===== config.mk =====
export PLATFORM = sky130hd
export DESIGN_NAME = muldiv_ctrl
export DESIGN_NICKNAME = d
export VERILOG_FILES = /design/src/rtl/muldiv_ctrl_pkg.sv /design/src/rtl/muldiv_step.sv /design/src/rtl/muldiv_ctrl.sv
export SDC_FILE = /design/constraint.sdc
export NUM_CORES = 1
export LEC_CHECK = 0
export CAP_MARGIN = 40
export CORE_MARGIN = 2
export CORE_UTILIZATION = 45
export DETAILED_ROUTE_END_ITERATION = 8
export PLACE_DENSITY = 0.74
export SLEW_MARGIN = 20
export SYNTH_ARGS = -nofsm -noshare
export SYNTH_HDL_FRONTEND = slang
export SYNTH_HIERARCHICAL = 1
export SYNTH_SLANG_ARGS = --single-unit

===== constraint.sdc =====
create_clock -name clk -period 5.02 [get_ports clk]
set_input_delay 1.255 -clock clk [delete_from_list [all_inputs] [get_ports clk]]
set_output_delay 1.255 -clock clk [all_outputs]
set_load 0.01 [all_outputs]

===== src/rtl/muldiv_ctrl_pkg.sv =====
// Shared definitions for the iterative multiply/divide unit: funct codes,
// iteration-mode select and operand helpers.
package muldiv_ctrl_pkg;

  localparam logic [5:0] FUNCT_MFHI  = 6'h10;
  localparam logic [5:0] FUNCT_MTHI  = 6'h11;
  localparam logic [5:0] FUNCT_MFLO  = 6'h12;
  localparam logic [5:0] FUNCT_MTLO  = 6'h13;
  localparam logic [5:0] FUNCT_MULT  = 6'h18;
  localparam logic [5:0] FUNCT_MULTU = 6'h19;
  localparam logic [5:0] FUNCT_DIV   = 6'h1A;
  localparam logic [5:0] FUNCT_DIVU  = 6'h1B;

  typedef enum logic {
    STEP_MUL = 1'b0,
    STEP_DIV = 1'b1
  } step_mode_e;

  function automatic logic is_handled(input logic [5:0] f);
    return f inside {FUNCT_MFHI, FUNCT_MTHI, FUNCT_MFLO, FUNCT_MTLO,
                     FUNCT_MULT, FUNCT_MULTU, FUNCT_DIV, FUNCT_DIVU};
  endfunction

  // 0x80000000 maps onto itself, which read as unsigned is the wanted 2^31.
  function automatic logic [31:0] magnitude(input logic [31:0] v, input logic sgn);
    return (sgn && v[31]) ? -v : v;
  endfunction

endpackage


===== src/rtl/muldiv_step.sv =====
// One combinational iteration retiring BITS product/quotient bits: shift-add
// multiply or restoring divide, chained BITS times within a single cycle.
module muldiv_step
  import muldiv_ctrl_pkg::*;
#(
  parameter int BITS = 1
) (
  input  step_mode_e  mode,
  input  logic [31:0] opd,
  input  logic [31:0] hi_in,
  input  logic [31:0] lo_in,
  output logic [31:0] hi_out,
  output logic [31:0] lo_out
);

  // {hi,lo} holds partial product over the shifting multiplier.
  function automatic logic [63:0] mul_bit(input logic [63:0] v, input logic [31:0] m);
    logic [32:0] sum;
    sum = {1'b0, v[63:32]} + {1'b0, (v[0] ? m : 32'd0)};
    return {sum, v[31:1]};
  endfunction

  // {hi,lo} holds partial remainder over the dividend/quotient shift register.
  function automatic logic [63:0] div_bit(input logic [63:0] v, input logic [31:0] d);
    logic [32:0] sh;
    logic [31:0] diff;
    logic        ge;
    sh   = {v[63:32], v[31]};
    ge   = (sh >= {1'b0, d});
    diff = sh[31:0] - d;
    return ge ? {diff, v[30:0], 1'b1} : {sh[31:0], v[30:0], 1'b0};
  endfunction

  for (genvar g = 0; g < BITS; g++) begin : g_bit
    logic [63:0] cur;
    logic [63:0] nxt;
    if (g == 0) begin : g_first
      assign cur = {hi_in, lo_in};
    end else begin : g_rest
      assign cur = g_bit[g-1].nxt;
    end
    assign nxt = (mode == STEP_DIV) ? div_bit(cur, opd) : mul_bit(cur, opd);
  end

  assign {hi_out, lo_out} = g_bit[BITS-1].nxt;

endmodule


===== src/rtl/muldiv_ctrl.sv =====
// HI/LO owner for the execute stage: iterative MULT/MULTU/DIV/DIVU plus
// MFHI/MFLO/MTHI/MTLO, with a stall interlock while a sequence is in flight.
module muldiv_ctrl
  import muldiv_ctrl_pkg::*;
#(
  parameter int BITS_PER_CYCLE = 1
) (
  input  logic        clk,
  input  logic        rst,
  input  logic        req_valid,
  input  logic [5:0]  funct,
  input  logic [31:0] rrs,
  input  logic [31:0] rrt,
  output logic        stall,
  output logic        busy,
  output logic [31:0] rslt,
  output logic [31:0] hi,
  output logic [31:0] lo
);

  localparam int ITERS = 32 / BITS_PER_CYCLE;
  localparam int CNT_W = $clog2(ITERS) + 1;
  localparam logic [CNT_W-1:0] LAST = CNT_W'(ITERS - 1);

  typedef enum logic [1:0] {
    S_IDLE = 2'd0,
    S_MUL  = 2'd1,
    S_DIV  = 2'd2,
    S_FIX  = 2'd3
  } state_e;

  state_e           state_q, state_d;
  logic [CNT_W-1:0] cnt_q, cnt_d;
  logic [31:0]      hi_q, hi_d, lo_q, lo_d;

  logic [31:0] acc_hi, acc_lo, opd, rrs_lat;
  logic        op_div, neg_q, neg_r, div_zero;
  logic [31:0] step_hi, step_lo;

  logic is_mul, is_div, is_signed, accept;

  assign is_mul    = (funct == FUNCT_MULT) || (funct == FUNCT_MULTU);
  assign is_div    = (funct == FUNCT_DIV)  || (funct == FUNCT_DIVU);
  assign is_signed = (funct == FUNCT_MULT) || (funct == FUNCT_DIV);
  assign accept    = req_valid && (state_q == S_IDLE) && (is_mul || is_div);

  assign busy  = (state_q != S_IDLE);
  assign stall = req_valid && busy && is_handled(funct);
  assign hi    = hi_q;
  assign lo    = lo_q;

  always_comb begin
    rslt = 32'd0;
    if (req_valid && !stall) begin
      if (funct == FUNCT_MFHI)      rslt = hi_q;
      else if (funct == FUNCT_MFLO) rslt = lo_q;
    end
  end

  muldiv_step #(.BITS(BITS_PER_CYCLE)) u_step (
    .mode   (op_div ? STEP_DIV : STEP_MUL),
    .opd    (opd),
    .hi_in  (acc_hi),
    .lo_in  (acc_lo),
    .hi_out (step_hi),
    .lo_out (step_lo)
  );

  // Sign fix-up applied in FIX on the unsigned magnitude results
  logic signed [63:0] prod_s, prod_fix;
  logic signed [31:0] quo_s, rem_s, quo_fix, rem_fix;

  assign prod_s   = $signed({acc_hi, acc_lo});
  assign prod_fix = neg_q ? -prod_s : prod_s;
  assign quo_s    = $signed(acc_lo);
  assign rem_s    = $signed(acc_hi);
  assign quo_fix  = neg_q ? -quo_s : quo_s;
  assign rem_fix  = neg_r ? -rem_s : rem_s;

  always_comb begin
    state_d = state_q;
    cnt_d   = cnt_q;
    hi_d    = hi_q;
    lo_d    = lo_q;
    case (state_q)
      S_IDLE: begin
        if (req_valid && funct == FUNCT_MTHI) hi_d = rrs;
        if (req_valid && funct == FUNCT_MTLO) lo_d = rrs;
        if (accept) begin
          cnt_d   = '0;
          state_d = is_div ? S_DIV : S_MUL;
        end
      end
      S_MUL, S_DIV: begin
        cnt_d = cnt_q + 1'b1;
        if (cnt_q == LAST) state_d = S_FIX;
      end
      S_FIX: begin
        state_d = S_IDLE;
        if (!op_div) begin
          {hi_d, lo_d} = prod_fix;
        end else if (div_zero) begin
          hi_d = rrs_lat;
          lo_d = 32'hFFFF_FFFF;
        end else begin
          hi_d = rem_fix;
          lo_d = quo_fix;
        end
      end
      default: state_d = S_IDLE;
    endcase
  end

  always_ff @(posedge clk or negedge rst) begin
    if (!rst) begin
      state_q <= S_IDLE;
      cnt_q   <= '0;
      hi_q    <= 32'd0;
      lo_q    <= 32'd0;
    end else begin
      state_q <= state_d;
      cnt_q   <= cnt_d;
      hi_q    <= hi_d;
      lo_q    <= lo_d;
    end
  end

  // Operand/accumulator path: only meaningful while busy, so no reset
  always_ff @(posedge clk) begin
    if (accept) begin
      acc_hi   <= 32'd0;
      acc_lo   <= magnitude(rrs, is_signed);
      opd      <= magnitude(rrt, is_signed);
      rrs_lat  <= rrs;
      op_div   <= is_div;
      neg_q    <= is_signed && (rrs[31] ^ rrt[31]);
      neg_r    <= is_signed && rrs[31];
      div_zero <= (rrt == 32'd0);
    end else if (state_q == S_MUL || state_q == S_DIV) begin
      acc_hi <= step_hi;
      acc_lo <= step_lo;
    end
  end

endmodule


# Word-level counts from Yosys, hierarchy flattened
# Index checks and enable logic that the tools add are counted.
[word_totals]
reg_bits = 204
inputBits = 73
out_inout_bits = 98
elab_cells = 94
[op_classes]
add_sub_neg = 8
n_lt_le_gt_ge = 1
eq_ne = 16
n_mux = 28
bitwise = 1
n_reduce_logical = 28
[op_table]
columns = ["cell", "n"]
rows = [
  ["$mux W32", 16],
  ["$mux W64", 3],
  ["$neg A32 Y32", 4],
  ["$pmux W32 S2", 2],
  ["$neg A64 Y64", 1],
  ["$eq A6 B5 Y1 const B", 9],
  ["$add A32 B32 Y33", 1],
  ["$ge A33 B32 Y1", 1],
  ["$logic_not A32 Y1", 1],
  ["$sub A32 B32 Y32", 1],
  ["$pmux W6 S2", 1],
  ["$logic_and A1 B1 Y1", 10],
  ["$reduce_and A2 Y1", 4],
  ["$reduce_bool A2 Y1", 4],
  ["$reduce_bool A8 Y1", 1],
  ["$add A6 B1 Y6 const B", 1],
  ["$mux W2", 3],
  ["$mux W6", 1],
  ["$pmux W2 S3", 1],
  ["$logic_or A1 B1 Y1", 5],
  ["$eq A2 B2 Y1 const B", 2],
  ["$ne A2 B1 Y1 const B", 2],
  ["$ne A2 B2 Y1 const B", 2],
  ["$eq A2 B1 Y1 const B", 1],
  ["other kinds (5)", 5],
]

# Logic depth before layout (Yosys ltp)
# Gate-level depths: netlist of the first run.
[logic_depth]
depth_word = 6
depth_mapped = 15
ltp_nobuf = 15

# Modules after synthesis
# Netlist of the first run, hierarchy kept.
[modules_own_cells]
columns = ["module", "n_inst", "cells_each", "area_each_um2", "seq_area_each_um2"]
rows = [
  ["muldiv_ctrl", 1, 1388, 12469.5, 5445.2],
  ["muldiv_step", 1, 671, 4698.3, 0.0],
]

# Worst setup path after synthesis of the first run
# No wires, ideal clock.
[synth_timing]
path_kind = "input-to-reg"
from = "input port funct[5]"
to = "register div_zero, enable pin"
setup_ns = 0.459
t_arrival_ns = 4.031
t_required_ns = 4.561
setup_slack_ns = 0.530
stages = 4
path_buffers = 1
path_cell_list = "nor3b_1 nand4_1 clkinv_1 buf_1"
[synth_between]
elab_chain_cells = 4
elab_cells_between_ends = 8
cone_classes = "4 x eq/ne; 4 x reduce/logical"
[synth_rtl]
columns = ["item", "line", "text"]
rows = [
  ["start, declared", "muldiv_ctrl.sv:11", "input logic [5:0] funct,"],
  ["$eq A6 B5 Y1, on equally long branches", "muldiv_ctrl.sv:42, muldiv_ctrl.sv:43", ""],
  ["$logic_or A1 B1 Y1, on equally long branches", "muldiv_ctrl.sv:42, muldiv_ctrl.sv:43", ""],
  ["$logic_or A1 B1 Y1 (*)", "muldiv_ctrl.sv:45", "assign accept = req_valid && (state_q == S_IDLE) && (is_mul || is_div);"],
  ["$logic_and A1 B1 Y1 (*)", "muldiv_ctrl.sv:45", ""],
  ["via accept", "muldiv_ctrl.sv:40", "logic is_mul, is_div, is_signed, accept;"],
  ["end signal, assigned", "muldiv_ctrl.sv:138", "div_zero <= (rrt == 32'd0);"],
  ["end, declared", "muldiv_ctrl.sv:37", "logic op_div, neg_q, neg_r, div_zero;"],
]
# The timed path passes the listed nets; every way through them passes the cells marked *.
# A chain may end at the register's enable or synchronous reset.

# Final worst setup path of the first run
[layout_timing]
from = "input port funct[4]"
to = "output port rslt[9]"
[layout_between]
elab_chain_cells = 6
elab_cells_between_ends = 15
cone_classes = "8 x eq/ne; 3 x mux; 4 x reduce/logical"
[layout_rtl]
columns = ["item", "line", "text"]
rows = [
  ["$eq A6 B5 Y1, on equally long branches", "muldiv_ctrl_pkg.sv:20, muldiv_ctrl.sv:55, muldiv_ctrl.sv:56", ""],
  ["$reduce_bool A8 Y1", "muldiv_ctrl_pkg.sv:20", "return f inside {FUNCT_MFHI, FUNCT_MTHI, FUNCT_MFLO, FUNCT_MTLO,"],
  ["$logic_and A1 B1 Y1", "muldiv_ctrl.sv:48", "assign stall = req_valid && busy && is_handled(funct);"],
  ["$logic_not A1 Y1", "muldiv_ctrl.sv:54", "if (req_valid && !stall) begin"],
  ["$logic_and A1 B1 Y1", "muldiv_ctrl.sv:54", ""],
  ["$mux W32 (*)", "muldiv_ctrl.sv:54", ""],
  ["end, declared", "muldiv_ctrl.sv:16", "output logic [31:0] rslt,"],
]
# Every way passes the cells marked *; elsewhere a longest branch is shown, timed or not.

==> out/qor.yml, run 1 <==
synthArstFlopShare_pct: 35.29
wl_per_cell_um: 22.12
dpl.hpwl_mm: 43.90
yosysTopAreaCell: "edfxtp_1"
crit_path_start_kind: "input pin"
clk_latency_ns: 0.56
ys_types: 91
p_int_mw: 6.817
maxCapViolations: 0
start_util_pct: 45.69
ys_seq_area_share_pct: 31.72
ir_drop_v: 0.0003753
synth_nets: 2206
cts_setup_buffers: 0
grt_overflow_total: 0
crit_type: "in2out"
coreArea_mm2: 0.03758
reg2reg_slack_ns: 0.74
seqPwrFrac_pct: 28.1
grt_use_total_pct: 29.63
leakage_nw: 8.017
dieWidth_um: 199.3
crit_path_end_kind: "output pin"
max_freq_mhz: 205.9
die_y_um: 199.3
synth_area_leaders: "edfxtp_1 17%, dfrtp_1 10%, ha_1 5.2%, xnor2_1 4.7%, o21ai_0 4.5%"
hold_violations: 0
cts_resized: 0
cts_buffers: 25
cts_tree: "done"
rr_worst_depth: 14
slew_violations: 0
p_comb_share_pct: 55.7
place_congestion: 0.9726
synth_most_common_cell: "nor2_1"
clock_skew_ns: 0.02918
p_sw_share_pct: 45.84
crit_chain: "clkdlybuf4s50_1 > or3b_2 > nor4_4 > buf_6 > a22oi_1 > nor2_1 > clkdlybuf4s50_1"
hold_start: "cnt_q[0]$_DFFE_PN0P_"
required_ns: 3.76
yosys_most_used_dff: "edfxtp_1"
synth_top_area_share_pct: 17.49
syn_inst: 2059
n_antenna_cell: 0
cpLargestDelayFamily: "buffers and inverters"
fin_nets: 2322
netlist_area_mm2: 0.01717
area_delta_synth_final_pct: 18.63
period_needed_ns: 4.858
grt_pass1_wl_mm: 92.23
ioPinCount: 171
r2r_end: "acc_hi[24]$_SDFFE_PP0N_"
cpMostUsedCell: "clkdlybuf4s50_1"
synthTopCellsByCount: "190 x nor2_1, 164 x nand2_1, 156 x o21ai_0"
worstHoldPathType: "reg2reg"
finalSetupViolations: 0
hold_buffers: 0
via_count: 17310
holdPathStages: 1
period_share_pct: 96.77
utilization_pct: 54.20
cts_max_path_buffers: 3
power_frac_clock_pct: 16.2
cpPeakStageDelay_ns: 0.57
worst_slew_pin_slew_ns: 0.8767
grt_max_degree: 73
num_rows: 71
critical_path.max_fanout: 21
p_sw_mw: 5.770
synth_edf_count: 100
avgViaCountPerCell: 6.399
drtAntennaViolNets: 0
wirelength_mm: 59.82
clock-sinks: 204
io_buffers: 170
run_status: "finished, final reports clean"
antenna_found_initial: 0
p_total_mw: 12.59
powerDensity_mw_per_mm2: 618.0
rsz0062_at_grt: "false"
tns_ns: 0
path_clk_slew_ns: 0.06
first_pass_iters: 7
die_area_mm2: 0.03973
ys_ff_latch: 204
path_buf_inv: 3
avgSynthCellArea_um2: 8.338
slew_headroom_pct: 41.01
yosysWarnings: 6
crit_slowest_cell: "clkdlybuf4s50_1"
drive_gt1_share_pct: 7.976
h-tree-depth: 1
worstReg2RegStart: "acc_lo[0]$_DFFE_PP_"
grt_pass1_vias: 16400
arrival_ns: 3.60
min_to: "cnt_q[0]$_DFFE_PN0P_"
drc: 0
drt-initial-drc-count: 1884
clockRootBuffer: "clkbuf_16"
==> per-stage QoR <==
stage | hold WS, ns | cells | cell area (µm²) | setup slack (ns)
2_1_floorplan | 0.4773 | 2059 | 17170 | 0.5297
3_3_place_gp | 0.4964 | 2655 | 19370 | 0.2271
3_5_place_dp | 0.5099 | 2659 | 19430 | 0.09871
4_1_cts | 0.5178 | 2705 | 20350 | 0.07207
5_1_grt | 0.5499 | 2705 | 20370 | 0.07834
6_report | 0.5179 | 2705 | 20370 | 0.1622
==> worst max path at each step <==
stage / startpoint / end / slack (ns) / cells past startpoint
global route: funct[4] / rslt[4] / 0.08 / 7
detailed placement: funct[4] / rslt[5] / 0.1 / 7
CTS: funct[4] / rslt[9] / 0.07 / 7
floorplan: funct[5] / div_zero$_DFFE_PP_ / 0.53 / 4
global placement: funct[4] / rslt[2] / 0.23 / 7
finish: funct[4] / rslt[9] / 0.16 / 7
==> area by class of cell <==
| cell class | instances | area, µm² |
|---|---|---|
| clock buffer | 30 | 654.4 |
| clock inverter | 16 | 259.0 |
| fill | 3403 | 17210 |
| inverter | 75 | 282.8 |
| multi-input combinational | 1652 | 10980 |
| sequential | 204 | 5445 |
| tap | 511 | 639.4 |
| timing repair buffer | 217 | 2106 |
==> worst reg2reg max path: stages (launching register included) <==
cell	delay (ns)
edfxtp_1	0.84
and2_1	0.29
ha_1	0.26
a211oi_1	0.34
o211ai_1	0.24
a21oi_1	0.32
a211oi_1	0.13
buf_4	0.18
a21o_1	0.23
o2bb2ai_1	0.21
o41ai_1	0.41
mux2i_1	0.36
o211ai_1	0.13
mux2i_1	0.15
nor2_1	0.05
==> sequential cells by signal, summed over array words and instances, names as in the netlist, 2 cells and up <==
register,cells
acc_hi,32
acc_lo,32
hi,32
lo,32
opd,32
rrs_lat,32
cnt_q,6
state_q,2
==> metal layers <==
layer	part of all wire (%)	GRT usage, %	vias up
met1	42	39.65	8324
met4	4.5	12.88	0
li1	-	-	7895
met2	45	46.59	905
met3	9.2	5.738	185
met5	0	0	-
==> power groups by stage <==
stage	Combinational, mW	Clock, mW	Sequential, mW
after floorplan	4.90	0	3.15
after global placement	6.65	0	3.52
after global routing	7.67	2.12	3.62
final	7.01	2.04	3.54
after detailed placement	6.81	0	3.53
after CTS	6.89	2.05	3.51
==> cells by family after synthesis <==
logic type / synth area share (%)
adder cells (fa/ha/maj): 5.481
multiplexers: 5.845
AO/OA/AOI/OAI: 24.19
flip-flops: 31.72
buffers and inverters: 4.621
XOR/XNOR: 8.112
AND/OR/NAND/NOR: 20.03
==> layout by cell type, fill, tap and decap left out, types with 31 or more instances in the layout <==
cell	synthesis	layout
nor2_1	190	190
clkdlybuf4s50_1	0	169
nand2_1	164	164
o21ai_0	156	156
a21oi_1	138	137
edfxtp_1	100	100
xnor2_1	93	93
inv_1	73	73
dfrtp_1	72	72
ha_1	72	70
xor2_1	66	66
mux2i_1	62	62
nor3_1	52	51
buf_4	2	42
and2_1	41	41
or3_1	39	39
a21o_1	39	39
o31ai_1	38	38
a22oi_1	35	35
o22ai_1	35	35
mux2_2	34	34
dfxtp_1	32	32
nand3_1	31	31
No activity file was read; power rests on OpenSTA's default activity.
==> inputs of run 2 (changes only) <==
--- a/config.mk
+++ b/config.mk
@@ -8,6 +8,7 @@
 export CAP_MARGIN = 40
 export CORE_MARGIN = 2
 export CORE_UTILIZATION = 45
+export CTS_CLUSTER_SIZE = 8
 export DETAILED_ROUTE_END_ITERATION = 8
 export PLACE_DENSITY = 0.74
 export SLEW_MARGIN = 20
==> run 2 against run 1 <==
Sequential power about the same; final cell count up 0.33%; clock power down 8%; hold slack better by 0.0018 ns; utilization down 0.20 points; total power down 1.7%; first-iteration DRC count down 2.5%; global-route usage about the same; sequential share of layout area up 0.097 points; setup slack better by 0.034 ns; clock skew down 0.0018 ns; die area unchanged.
==> out/qor.yml, run 2 (synthesized netlist as in run 1, its figures left out) <==
period_share_pct: 96.10
drc: 0
worst_slew_pin_slew_ns: 0.8447
hold_violations: 0
cpMostUsedCell: "clkdlybuf4s50_1"
worstReg2RegStart: "acc_lo[0]$_DFFE_PP_"
fillCellCount: 3426
drive_gt1_share_pct: 7.448
grt_pass1_vias: 16400
first_pass_iters: 6
final_cell_mix: "190 x nor2_1, 169 x clkdlybuf4s50_1, 164 x nand2_1"
r2r_end: "acc_hi[27]$_SDFFE_PP0N_"
register_area_mm2: 0.005445
p_comb_share_pct: 56.3
grt_overflow_total: 0
h-tree-depth: 1
mostFrequentLayoutCell: "nor2_1"
power_frac_clock_pct: 15.1
p_total_mw: 12.38
crit_slowest_cell: "clkdlybuf4s50_1"
wirelength_mm: 59.61
crit_end: "rslt[5]"
cts_buffers: 29
ioPinCount: 171
grt_use_total_pct: 29.63
seqPwrFrac_pct: 28.6
drt-initial-drc-count: 1836
avgViaCountPerCell: 6.350
grt_max_degree: 73
p_int_mw: 6.650
crit_chain: "clkdlybuf4s50_1 > or3b_2 > nor4_4 > buf_6 > a22oi_1 > nor2_1 > clkdlybuf4s50_1"
cp.depth: 7
tns_ns: 0
crit_path_end_kind: "output pin"
required_ns: 3.76
finalSetupViolations: 0
rr_worst_depth: 14
cpLargestDelayFamily: "buffers and inverters"
postLayoutSetupSlackWorst_ns: 0.1958
path_clk_slew_ns: 0.05
pre_cts_ws_ns: 0.09871
dieWidth_um: 199.3
cts_max_path_buffers: 3
die_area_mm2: 0.03973
clock_skew_ns: 0.02740
maxCapViolations: 0
coreArea_mm2: 0.03758
hold_start: "cnt_q[0]$_DFFE_PN0P_"
fin_nets: 2326
start_util_pct: 45.69
die_y_um: 199.3
powerDensity_mw_per_mm2: 610.0
crit_type: "in2out"
p_sw_mw: 5.729
io_buffers: 170
via_count: 17230
utilization_pct: 54.00
worstHoldPathType: "reg2reg"
path_buf_inv: 3
period_needed_ns: 4.824
clockRootBuffer: "clkbuf_16"
startpoint: "funct[4]"
dpl.hpwl_mm: 43.90
multiInputGateArea_mm2: 0.01098
run_status: "finished, final reports clean"
area_delta_synth_final_pct: 18.20
cpPeakStageDelay_ns: 0.55
num_rows: 71
ir_drop_v: 0.0004892
antenna_found_initial: 0
reg2reg_slack_ns: 0.73
wl_per_cell_um: 21.96
clk_latency_ns: 0.59
leakage_nw: 7.968
grt_pass1_wl_mm: 92.11
cts_tree: "done"
drtAntennaViolNets: 0
critical_path.max_fanout: 21
p_sw_share_pct: 46.28
arrival_ns: 3.57
rsz0062_at_grt: "false"
slew_headroom_pct: 43.68
fin_hold_ws_ns: 0.5197
place_congestion: 0.9726
max_freq_mhz: 207.3
slew_violations: 0
clock-sinks: 204
crit_path_start_kind: "input pin"
==> run 2: repair_timing <==
action | 4_1_cts | 5_1_grt
hold buffers | 0 | 0
setup endpoints to repair | 0 | 21
buffers inserted | 0 | 0
resized for setup | 0 | 3
hold endpoints to repair | 0 | 0
==> run 2: worst min path at each step <==
| stage | to | slack (ns) | cells past startpoint |
|---|---|---|---|
| floorplan | cnt_q[0]$_DFFE_PN0P_ | 0.48 | 1 |
| global placement | cnt_q[1]$_DFFE_PN0P_ | 0.50 | 1 |
| detailed placement | lo[20]$_DFFE_PN0P_ | 0.51 | 2 |
| CTS | cnt_q[0]$_DFFE_PN0P_ | 0.52 | 1 |
| global route | lo[9]$_DFFE_PN0P_ | 0.55 | 2 |
| finish | cnt_q[0]$_DFFE_PN0P_ | 0.52 | 1 |
==> run 2: per-stage QoR <==
step           cell area, µm²  instances
2_1_floorplan           17170       2059
3_3_place_gp            19370       2655
3_5_place_dp            19430       2659
4_1_cts                 20270       2713
5_1_grt                 20290       2713
6_report                20290       2714
==> run 2: layout make-up <==
type | count | share of cell area [%]
diodes | 1 | 0.01233
inverters | 75 | 1.394
clock inverters | 2 | 0.1233
clock buffers | 52 | 4.002
well taps | 511 | 3.151
multi-input cells | 1652 | 54.11
flip-flops and latches | 204 | 26.83
repair buffers | 217 | 10.38
==> run 2: per-layer routing <==
metal  track usage, %  part of all wire (%)  up-vias
met1            39.44                    42     8256
met5                0                     0        -
li1                 -                     -     7924
met2            46.12                    45      889
met3            6.194                   9.2      165
met4            13.65                   4.4        0
==> run 2: power groups by stage <==
stage	logic [mW]	clock network (mW)	registers, mW
floorplan	4.90	0	3.15
global placement	6.65	0	3.52
detailed placement	6.81	0	3.53
CTS	6.86	1.90	3.51
global route	7.67	1.95	3.62
finish	6.97	1.87	3.54
==> inputs of run 3 (changes only) <==
--- a/config.mk
+++ b/config.mk
@@ -6,7 +6,7 @@
 export NUM_CORES = 1
 export LEC_CHECK = 0
 export CAP_MARGIN = 40
-export CORE_MARGIN = 2
+export CORE_MARGIN = 5
 export CORE_UTILIZATION = 45
 export CTS_CLUSTER_SIZE = 8
 export DETAILED_ROUTE_END_ITERATION = 8
==> run 3 against run 2 <==
Utilization increased by 0.052 points; critical path type unchanged; first-iteration DRC count rose by 1.4%; highest routed layer is now met5; fmax is 1.3% lower.
==> out/qor.yml, run 3 (synthesized netlist as in run 1, its figures left out) <==
run_status: "finished, final reports clean"
cpLargestDelayFamily: "buffers and inverters"
finalSetupViolations: 0
crit_type: "in2out"
max_freq_mhz: 204.6
mostFrequentLayoutCell: "nor2_1"
num_rows: 71
maxCapViolations: 0
powerDensity_mw_per_mm2: 613.7
crit_slowest_cell: "clkdlybuf4s50_1"
clockRootBuffer: "clkbuf_16"
first_pass_iters: 6
antenna_found_initial: 2
critical_path.max_fanout: 11
clock_skew_ns: 0.04258
grt_pass1_wl_mm: 92.78
fillCellCount: 3484
clk_latency_ns: 0.59
hold_violations: 0
h-tree-depth: 1
cts_buffers: 30
required_ns: 3.76
worstHoldPathType: "reg2reg"
n_antenna_cell: 0
slew_violations: 0
tns_ns: 0
cts_setup_buffers: 0
place_inst: 2665
met1_usage_pct: 37.36
wl_per_cell_um: 22.35
slew_headroom_pct: 42.21
area_delta_synth_final_pct: 18.59
crit_chain: "clkdlybuf4s50_1 > or3b_2 > nor4_2 > buf_4 > a22oi_1 > nor2_1 > clkdlybuf4s50_1"
drive_gt1_share_pct: 7.783
wirelength_mm: 60.83
worst_slew_pin_slew_ns: 0.8668
dieWidth_um: 205.3
fin_nets: 2333
coreArea_mm2: 0.03767
cpMostUsedCell: "clkdlybuf4s50_1"
crit_path_start_kind: "input pin"
avgViaCountPerCell: 6.373
drt-initial-drc-count: 1861
grt_max_degree: 79
top_usage_layer: "met2"
rsz0062_at_grt: "false"
start_util_pct: 45.58
drtAntennaViolNets: 0
clock-sinks: 204
arrival_ns: 3.63
grt_overflow_total: 0
cpPeakStageDelay_ns: 0.56
drc: 0
via_count: 17340
grt_use_total_pct: 27.60
leakage_nw: 8.006
path_clk_slew_ns: 0.05
grt_util_met3_pct: 5.122
instances_no_fill: 2721
place_congestion: 0.9730
final_cell_mix: "190 x nor2_1, 169 x clkdlybuf4s50_1, 164 x nand2_1"
ioPinCount: 171
io_buffers: 170
period_share_pct: 97.35
crit_path_end_kind: "output pin"
cts_tree: "done"
die_area_mm2: 0.04216
grt_pass1_vias: 16320
ir_drop_v: 0.0005698
period_needed_ns: 4.887
path_buf_inv: 3
cts_max_path_buffers: 3
grt_use_met2_pct: 44.21
dpl.hpwl_mm: 44.88
die_y_um: 205.3
-- run 3: final cells by class --
class	count	area, µm²	area share [%]
multi-input cells	1652	10970	53.89
flip-flops and latches	204	5445	26.75
repair buffers	223	2131	10.47
clock buffers	54	850.8	4.179
well taps	511	639.4	3.140
inverters	75	282.8	1.389
clock inverters	2	38.79	0.1905
-- run 3: stage by stage --
step / power [mW] / hold WS, ns / worst slack, ns / utilization (%) / area [µm²]
global route: 13.34 / 0.5422 / 0.04229 / 54.05 / 20360
floorplan: 8.054 / 0.4773 / 0.5297 / - / 17170
CTS: 12.40 / 0.5207 / 0.1213 / 54.04 / 20360
global placement: 10.27 / 0.4968 / 0.2321 / 51.57 / 19430
detailed placement: 10.40 / 0.5121 / 0.1522 / 51.68 / 19470
finish: 12.50 / 0.5142 / 0.1329 / 54.05 / 20360
-- run 3: worst register-to-register path: cells and delay by family, from the launching register on --
family	cells	cell delay [ns]
AO/OA/AOI/OAI	8	2.39
flip-flops	1	0.67
multiplexers	2	0.49
AND/OR/NAND/NOR	2	0.37
adder cells (fa/ha/maj)	1	0.36
-- run 3: per-layer routing --
metal	share of wire, %	up-vias
met2	46	922
li1	-	7929
met5	0.021	-
met4	3.7	2
met1	40	8338
met3	9.9	149
-- run 3: final timing paths --
kind	start	endpoint	slack (ns)	cells past startpoint
max in group asynchronous	rst	hi[6]$_DFFE_PN0P_	3.76	2
min in group asynchronous	rst	lo[26]$_DFFE_PN0P_	0.65	1
setup reg to reg	acc_lo[0]$_DFFE_PP_	acc_hi[30]$_SDFFE_PP0N_	0.65	13
setup / recovery	funct[4]	rslt[25]	0.13	7
hold / removal	state_q[0]$_DFFE_PN0P_	state_q[0]$_DFFE_PN0P_	0.51	2
hold reg to reg	state_q[0]$_DFFE_PN0P_	state_q[0]$_DFFE_PN0P_	0.51	2
-- run 3: what timing repair did --
| item | CTS | global route |
|---|---|---|
| endpoints found under the setup margin | 0 | 1 |
| hold buffers | 0 | 0 |
| resized for setup | 0 | 1 |
| endpoints found under the hold margin | 0 | 0 |
-- run 3: power by group --
group | internal [mW] | switching (mW)
Clock | 1.13 | 0.781
Combinational | 3.10 | 3.98
Sequential | 2.48 | 1.02
Total | 6.71 | 5.78
